File: config.mk
export PLATFORM = sky130hd
export DESIGN_NAME = jtdsp16_pio_host_flat
export DESIGN_NICKNAME = d
export VERILOG_FILES = /design/src/rtl/jtdsp16_pio_host_if.sv /design/src/rtl/jtdsp16_pio_host.sv /design/src/flat_wrapper.sv
export SDC_FILE = /design/constraint.sdc
export NUM_CORES = 1
export LEC_CHECK = 0
export CAP_MARGIN = 20
export CORE_UTILIZATION = 25
export CTS_CLUSTER_SIZE = 24
export DETAILED_ROUTE_END_ITERATION = 7
export HOLD_SLACK_MARGIN = 0.02
export PLACE_DENSITY_LB_ADDON = 0.2
export SLEW_MARGIN = 10
export SYNTH_ARGS = -nofsm -noshare
export SYNTH_HDL_FRONTEND = slang
export SYNTH_SLANG_ARGS = --single-unit
File: constraint.sdc
create_clock -name clk -period 6.1 [get_ports clk]
set_input_delay 1.22 -clock clk [delete_from_list [all_inputs] [get_ports clk]]
set_output_delay 1.22 -clock clk [all_outputs]
set_load 0.02 [all_outputs]
File: src/rtl/jtdsp16_pio_host_if.sv
// Bundles the DSP16 PIO pins and the host-side access port of jtdsp16_pio_host.
// The master modport is the outside world (DSP core plus host CPU); slave is the controller.
interface jtdsp16_pio_host_if;
  // DSP parallel I/O side
  logic        pods_n;
  logic        pids_n;
  logic        psel;
  logic [15:0] pbus_out;
  logic [15:0] pbus_in;
  logic        dsp_irq;
  // Host CPU side
  logic [15:0] host_din;
  logic        host_we;
  logic        host_full;
  logic        host_sel;
  logic [15:0] host_dout;
  logic [1:0]  host_valid;
  logic        host_ack;
  logic        ovf_clr;
  logic        ovf;

  modport slave (
    input  pods_n, pids_n, psel, pbus_out,
    output pbus_in, dsp_irq,
    input  host_din, host_we, host_sel, host_ack, ovf_clr,
    output host_full, host_dout, host_valid, ovf
  );

  modport master (
    output pods_n, pids_n, psel, pbus_out,
    input  pbus_in, dsp_irq,
    output host_din, host_we, host_sel, host_ack, ovf_clr,
    input  host_full, host_dout, host_valid, ovf
  );
endinterface

File: src/rtl/jtdsp16_pio_host.sv
// Host-side controller for the DSP16 active-mode PIO port: a command FIFO feeding DSP input
// strobes, two output latches filled by DSP output strobes, and the pending-command interrupt.
module jtdsp16_pio_host #(
  parameter int unsigned AW = 2
) (
  input logic               clk,
  input logic               rst,
  jtdsp16_pio_host_if.slave bus
);

  localparam int unsigned Depth = 1 << AW;
  // Pointer width kept at least 1 so a single-entry FIFO still elaborates
  localparam int unsigned PW    = (AW > 0) ? AW : 1;
  localparam int unsigned CW    = AW + 1;

  logic [15:0]   mem [Depth];
  logic [PW-1:0] rd_ptr_q, rd_ptr_d;
  logic [PW-1:0] wr_ptr_q, wr_ptr_d;
  logic [CW-1:0] count_q, count_d;

  logic          last_pods_n_q, last_pids_n_q;
  logic [15:0]   latch_q [2];
  logic [15:0]   latch_d [2];
  logic [1:0]    valid_q, valid_d;
  logic          ovf_q, ovf_d;
  logic          dsp_irq_q, dsp_irq_d;

  logic          empty, full;
  logic          pods_rise, pids_rise;
  logic          pop, push, ovf_set;
  logic [2:0]    count3;
  logic [15:0]   head;

  // Strobe edge detection and FIFO control
  always_comb begin
    empty     = (count_q == '0);
    full      = (count_q == CW'(Depth));
    pods_rise = bus.pods_n & ~last_pods_n_q;
    pids_rise = bus.pids_n & ~last_pids_n_q;
    pop       = pids_rise & ~bus.psel & ~empty;
    // A same-cycle pop frees a slot, so a push into a full FIFO still lands
    push      = bus.host_we & (~full | pop);
    ovf_set   = bus.host_we & full & ~pop;
  end

  always_comb begin
    rd_ptr_d = rd_ptr_q;
    wr_ptr_d = wr_ptr_q;
    count_d  = count_q;
    if (pop) begin
      rd_ptr_d = (rd_ptr_q == PW'(Depth - 1)) ? '0 : rd_ptr_q + 1'b1;
    end
    if (push) begin
      wr_ptr_d = (wr_ptr_q == PW'(Depth - 1)) ? '0 : wr_ptr_q + 1'b1;
    end
    if (push && !pop) begin
      count_d = count_q + 1'b1;
    end else if (pop && !push) begin
      count_d = count_q - 1'b1;
    end
  end

  // Output latches: a capture beats a host acknowledge on the same latch
  always_comb begin
    latch_d[0] = latch_q[0];
    latch_d[1] = latch_q[1];
    valid_d    = valid_q;
    if (bus.host_ack) begin
      valid_d[bus.host_sel] = 1'b0;
    end
    if (pods_rise) begin
      latch_d[bus.psel] = bus.pbus_out;
      valid_d[bus.psel] = 1'b1;
    end
  end

  always_comb begin
    ovf_d = ovf_q;
    if (bus.ovf_clr) begin
      ovf_d = 1'b0;
    end
    if (ovf_set) begin
      ovf_d = 1'b1;
    end
    // Drops while the DSP is strobing an input so each pending word gets a fresh edge
    dsp_irq_d = ~empty & bus.pids_n;
  end

  always_ff @(posedge clk or posedge rst) begin
    if (rst) begin
      rd_ptr_q      <= '0;
      wr_ptr_q      <= '0;
      count_q       <= '0;
      last_pods_n_q <= 1'b1;
      last_pids_n_q <= 1'b1;
      latch_q[0]    <= '0;
      latch_q[1]    <= '0;
      valid_q       <= '0;
      ovf_q         <= 1'b0;
      dsp_irq_q     <= 1'b0;
    end else begin
      rd_ptr_q      <= rd_ptr_d;
      wr_ptr_q      <= wr_ptr_d;
      count_q       <= count_d;
      last_pods_n_q <= bus.pods_n;
      last_pids_n_q <= bus.pids_n;
      latch_q[0]    <= latch_d[0];
      latch_q[1]    <= latch_d[1];
      valid_q       <= valid_d;
      ovf_q         <= ovf_d;
      dsp_irq_q     <= dsp_irq_d;
    end
  end

  // Storage needs no reset: the pointers and count define what is live
  always_ff @(posedge clk) begin
    if (push) begin
      mem[wr_ptr_q] <= bus.host_din;
    end
  end

  always_comb begin
    count3 = 3'(count_q);
    head   = empty ? 16'd0 : mem[rd_ptr_q];
  end

  assign bus.pbus_in    = bus.psel ? {count3, ovf_q, valid_q, 9'd0, ~empty} : head;
  assign bus.dsp_irq    = dsp_irq_q;
  assign bus.host_full  = full;
  assign bus.host_dout  = latch_q[bus.host_sel];
  assign bus.host_valid = valid_q;
  assign bus.ovf        = ovf_q;

endmodule

File: src/flat_wrapper.sv
// flat-port wrapper written by rule: the top's interface ports become plain ports
module jtdsp16_pio_host_flat 
#(
  parameter int unsigned AW = 2
)
  (clk, rst, bus_pods_n, bus_pids_n, bus_psel, bus_pbus_out, bus_pbus_in, bus_dsp_irq, bus_host_din, bus_host_we, bus_host_sel, bus_host_ack, bus_ovf_clr, bus_host_full, bus_host_dout, bus_host_valid, bus_ovf);
  jtdsp16_pio_host_if bus_i ();
  input logic clk;
  input logic rst;
  input wire logic [$bits(bus_i.pods_n)-1:0] bus_pods_n;
  input wire logic [$bits(bus_i.pids_n)-1:0] bus_pids_n;
  input wire logic [$bits(bus_i.psel)-1:0] bus_psel;
  input wire logic [$bits(bus_i.pbus_out)-1:0] bus_pbus_out;
  output wire logic [$bits(bus_i.pbus_in)-1:0] bus_pbus_in;
  output wire logic [$bits(bus_i.dsp_irq)-1:0] bus_dsp_irq;
  input wire logic [$bits(bus_i.host_din)-1:0] bus_host_din;
  input wire logic [$bits(bus_i.host_we)-1:0] bus_host_we;
  input wire logic [$bits(bus_i.host_sel)-1:0] bus_host_sel;
  input wire logic [$bits(bus_i.host_ack)-1:0] bus_host_ack;
  input wire logic [$bits(bus_i.ovf_clr)-1:0] bus_ovf_clr;
  output wire logic [$bits(bus_i.host_full)-1:0] bus_host_full;
  output wire logic [$bits(bus_i.host_dout)-1:0] bus_host_dout;
  output wire logic [$bits(bus_i.host_valid)-1:0] bus_host_valid;
  output wire logic [$bits(bus_i.ovf)-1:0] bus_ovf;
  assign bus_i.pods_n = bus_pods_n;
  assign bus_i.pids_n = bus_pids_n;
  assign bus_i.psel = bus_psel;
  assign bus_i.pbus_out = bus_pbus_out;
  assign bus_pbus_in = bus_i.pbus_in;
  assign bus_dsp_irq = bus_i.dsp_irq;
  assign bus_i.host_din = bus_host_din;
  assign bus_i.host_we = bus_host_we;
  assign bus_i.host_sel = bus_host_sel;
  assign bus_i.host_ack = bus_host_ack;
  assign bus_i.ovf_clr = bus_ovf_clr;
  assign bus_host_full = bus_i.host_full;
  assign bus_host_dout = bus_i.host_dout;
  assign bus_host_valid = bus_i.host_valid;
  assign bus_ovf = bus_i.ovf;
  jtdsp16_pio_host #(.AW(AW)) u_core (.clk(clk), .rst(rst), .bus(bus_i));
endmodule
# Word level (Yosys, flattened, before mapping)
# Memory sizes are Yosys's and may differ from the RTL's.
# Index checks and enable logic that the tools add are counted.
[totals] regBits=45 ramBits=64 inputBits=41 memories=1
[memory_table] memory="u_core.mem" words=4 width=16 rd=1 rd_clocked_by_memory_dff=0 wr=1 line="jtdsp16_pio_host.sv:16" text="logic [15:0] mem [Depth];"
[classes] n_addsub=4 magnitude_cmp=7 eq_ne=3 mux=22 bitwise=20 n_reduce_logical=10
[op_table] cell="$mux 16" n=6
[op_table] cell="$bwmux 32" n=1
[op_table] cell="$demux 16 s1" n=1
[op_table] cell="$and 1x1->1" n=8
[op_table] cell="$mux 2" n=4
[op_table] cell="$mux 1" n=6
[op_table] cell="$mux 3" n=2
[op_table] cell="$not 1->1" n=6
[op_table] cell="$logic_and 1x1->1" n=5
[op_table] cell="$add 2x1->2 const B" n=2
[op_table] cell="$eq 2x2->1 const B" n=2
[op_table] cell="$ge 2x2->1 const B" n=2
[op_table] cell="$lt 1x2->1 const B" n=2
[op_table] cell="$not 1->2" n=2
[op_table] cell="$reduce_bool 2->1" n=2
[op_table] cell="$add 3x1->3 const B" n=1
[op_table] cell="$eq 3x3->1 const B" n=1
[op_table] cell="$logic_not 3->1" n=1
[op_table] cell="$sub 3x1->3 const B" n=1
[op_table] cell="$and 2x2->2" n=1
[op_table] cell="$demux 1 s1" n=2
[op_table] cell="$ge 1x1->1 const B" n=2
[op_table] cell="$logic_not 1->1" n=2
[op_table] cell="$lt 2x1->1 const B" n=1
[op_table] cell="3 further kinds" n=3

# Depth between registers and ports, before layout
[logic_depth] word_depth=10 depth_mapped=8 ltp_nobuf=8

# Worst setup path before layout
# OpenSTA, ideal clock, no wires.
[synth_path] path_type="input to output" startpoint="in bus_host_sel" endpoint="out bus_host_dout[10]" t_arrival_ps=2157 setup_slack_ps=2723 cell_stages=3 n_path_buf=2 cell_sequence="clkbuf_1 > buf_2 > mux2_2"
[synth_via] elab_chain_len=4
[synth_rtl] element="start, declared" line="flat_wrapper.sv:18" text="input wire logic [$bits(bus_i.host_sel)-1:0] bus_host_sel;"
[synth_rtl] element="$not 1->2 (implied by the code)" line="jtdsp16_pio_host.sv:130" text="assign bus.host_dout = latch_q[bus.host_sel];"
[synth_rtl] element="$mux 16 (implied by the code) (3 in series)" line="jtdsp16_pio_host.sv:130"
[synth_rtl] element="end, declared" line="flat_wrapper.sv:22" text="output wire logic [$bits(bus_i.host_dout)-1:0] bus_host_dout;"
# No other way between the ends. The select of a mux whose other input is x is not followed.

# Final worst setup path
[layout_path] startpoint="in bus_psel" endpoint="out bus_pbus_in[3]"
[layout_via] elab_chain_len=1
[layout_rtl] element="start, declared" line="flat_wrapper.sv:12" text="input wire logic [$bits(bus_i.psel)-1:0] bus_psel;"
[layout_rtl] element="$mux 16" line="jtdsp16_pio_host.sv:127" text="assign bus.pbus_in = bus.psel ? {count3, ovf_q, valid_q, 9'd0, ~empty} : head;"
[layout_rtl] element="end, declared" line="flat_wrapper.sv:14" text="output wire logic [$bits(bus_i.pbus_in)-1:0] bus_pbus_in;"
# No other way between the ends.

==> summary.txt <==
Logic synthesis
  • Yosys warns: 0
  • Synth Instances: about 240
  • Syn Std Cell Area: roughly 0.0045 mm²
  • Syn Nets: roughly 290
  • Yosys top cell by area: edfxtp_1
  • Netlist cell types: 31
  • Post-synth EDFFs: 64
  • Post-Syn Area per Cell: approximately 18 µm²
  • Asr flop ratio synth: 0.4128
  • Post-synth top area share: 0.4261
  • Post-synth top flop: edfxtp_1
  • Sequential area share after synthesis: 0.6763
  • Yosys reg bits: around 110
  • Synth area leaders: edfxtp_1 (43%), dfrtp_1 (24%), mux2_2 (13%)

Clock network
  • CTS tree: yes
  • Clock-pin slew of the registers on the worst-case setup and hold paths: around 0.070 ns
  • Postcts setup bufs: 0
  • CTS Sinks: ~110
  • CTS buffer count: 9
  • Deepest clock path buffer count: 2
  • # hold bufs at CTS: 0
  • CTS resizes: 0
  • Worst skew pair latency: 0.35 ns
  • CTS H-tree depth: 3
  • Root Driver: clkbuf_16

Detailed routing
  • DRC: 0
  • Final wirelength: 9265 µm
  • First-pass iteration count of the detailed router: 4
  • Via count: around 2400
  • Post-DRT Antenna Nets: 0
  • Drt wl/cell: approximately 17 µm
  • Drt initial violations: 66
  • Via density: around 4.3

Min path
  • HP Class: flop to flop
  • Startpoint of the worst hold path: u_core.latch_q[18]
  • Hold Path Sink: u_core.latch_q[18]
  • Hold Path Stages: 1

Timing
  • Final worst setup slack: approximately 1.3 ns
  • Period utilization: 0.7797
  • Final slew viol count: 0
  • Max_slew headroom: 0.3343
  • Final hold viol count: 0
  • Final Skew: about 0.0064 ns
  • Hold Slack: around 0.50 ns
  • Fmax: around 0.21 GHz
  • RSZ-0062 raised after global routing: false
  • Final setup TNS: 0 ns
  • Minimum clock period: 4.756 ns
  • Worst Tran Pin Value: approximately 1.0 ns
  • Final setup violation count: 0

Worst setup path
  • CP Capture Type: output pin
  • Setup CP Type: input port to output pin
  • R2R Setup Slk: between 3 and 4 ns
  • Worst Path Required: 4.88 ns
  • Reg-to-Reg End: u_core.count3[2]
  • Crit-path max FO: 11
  • Worst Path Arrival: roughly 3.5 ns
  • Setup crit start kind: input port
  • Worst Reg-to-Reg Cells: 8
  • FF-to-FF Start: u_core.count3[0]

Cells and area
  • Nets: 373
  • Finished Cell Area: between 0.005 and 0.006 mm²
  • Ant. Diodes: 0
  • Layout filler cell count: 1679
  • Layout cells sized above 1: 0.3061
  • Syn-to-layout area delta: 29.04%

Floorplanning
  • Initial core utilization: 0.2581
  • Row count: 48
  • I/O Pins: a little under 80
  • Die area: 0.01858 mm²
  • Core area: 0.01748 mm²
  • Chip Height: 136.3 µm
  • Die W: 136.3 µm

Global routing
  • Global-route wire length before repair: approximately 14000 µm
  • Largest net degree at the start of global routing: 46
  • Total Routing Usage GR: 0.1060
  • Overflow after GRT: 0
  • Vias in the first global route: between 2000 and 3000
  • Antenna violations before repair: 0

Run status
  • Outcome: complete, no violations

Placement
  • Port bufs: 77
  • Worst slack at placement: roughly 1.2 ns
  • Gpl congestion: between 0.6 and 0.7
  • HPWL Detailed: a little over 6000 µm
  • Dpl cell area: between 0.005 and 0.006 mm²

Run
  • Max cap viols: 0

Power and ir drop
  • Leakage: between 0.002 and 0.0025 µW
  • Total power per unit cell area: just over 400 mW/mm²
  • Total power draw: 2369 µW
  • VDD IR-drop max: approximately 0.16 mV
-- cell type report --
| cell class | instances | area (µm²) | share of cell area |
|---|---|---|---|
| sequential | 109 | 3050 | 0.5241 |
| multi-input combinational | 118 | 1369 | 0.2352 |
| timing repair buffer | 80 | 805.8 | 0.1384 |
| tap | 225 | 281.5 | 0.04837 |
| clock buffer | 9 | 225.2 | 0.03869 |
| clock inverter | 7 | 62.56 | 0.01075 |
| inverter | 7 | 26.28 | 0.004514 |
-- flip-flops by register name (all words and copies together), names as in the netlist, 2 cells and up --
| name | flops |
|---|---|
| u_core.rd_ptr_q | 2 |
| u_core.wr_ptr_q | 2 |
| u_core.latch_q | 32 |
| u_core.count3 | 3 |
| u_core.bus.host_valid | 2 |
| u_core.mem | 64 |
-- report_power, final --
group / switching [µW] / total, µW / internal, µW
registers: 88.1 / 1030 / 946
logic: 358 / 769 / 411
clock network: 278 / 565 / 287
total: 724 / 2370 / 1640
-- layout by cell type, fill, tap and decap left out, drive strengths merged, types with 2 or more instances in the layout --
| master | instances |
|---|---|
| a22o | 6 |
| and2 | 13 |
| buf | 3 |
| clkbuf | 9 |
| clkdlybuf4s50 | 77 |
| clkinv | 2 |
| dfrtp | 43 |
| dfstp | 2 |
| edfxtp | 64 |
| ha | 6 |
| inv | 12 |
| mux2 | 53 |
| mux4 | 16 |
| nand2 | 3 |
| nand2b | 2 |
| nor2 | 6 |
| nor3b | 2 |
| xor2 | 2 |
-- per-layer routing --
layer	up-vias	wire length, µm	track usage	share of wire
met2	68	4689	0.1895	0.51
met5	-	0	0	0
li1	1089	-	-	-
met3	10	524	0.03691	0.057
met4	0	104	0.03333	0.011
met1	1202	3946	0.1167	0.43
-- cells by family (layout without fill, tap and decap cells) --
kind of cell             after synthesis  count (layout)  share of synthesized area
AND/OR/NAND/NOR                       30              30                    0.04383
AO/OA/AOI/OAI                          9               9                    0.01886
XOR/XNOR                               3               3                   0.005826
buffers and inverters                 17             103                    0.02025
multiplexers                          69              69                     0.2139
adder cells (fa/ha/maj)                7               7                    0.02108
flip-flops                           109             109                     0.6763
-- cell usage after synthesis (2+ instances only) --
cell,n
a22o_1,5
and2_1,9
and2_2,4
buf_2,4
buf_4,2
buf_6,2
clkbuf_1,2
dfrtp_1,43
dfstp_2,2
edfxtp_1,64
ha_1,6
inv_1,7
mux2_2,51
mux2_4,2
mux4_2,16
nand2_1,3
nand2b_1,2
nor2_1,6
xor2_1,2
-- metrics by stage --
stage            util  std cells
2_1_floorplan       -        244
3_3_place_gp   0.3154        538
3_5_place_dp   0.3154        538
4_1_cts        0.3319        554
5_1_grt        0.3330        555
6_report       0.3330        555
-- worst max-delay path, cell delays in order --
cell	delay, ns
clkdlybuf4s50_1	0.70
nor2_1	0.57
buf_4	0.28
and2_1	0.15
clkdlybuf4s50_1	0.60
-- worst max-delay path by stage --
stage                            start           endpoint  slack [ns]  cells after the start
after floorplan           bus_host_sel  bus_host_dout[10]        2.72                      3
after global placement        bus_psel    bus_pbus_in[15]        1.28                      5
after detailed placement      bus_psel    bus_pbus_in[13]        1.20                      5
after CTS                     bus_psel     bus_pbus_in[3]        1.19                      5
after global routing          bus_psel     bus_pbus_in[1]        1.15                      5
final                         bus_psel     bus_pbus_in[3]        1.34                      5
(Power assumes the default switching activity.)
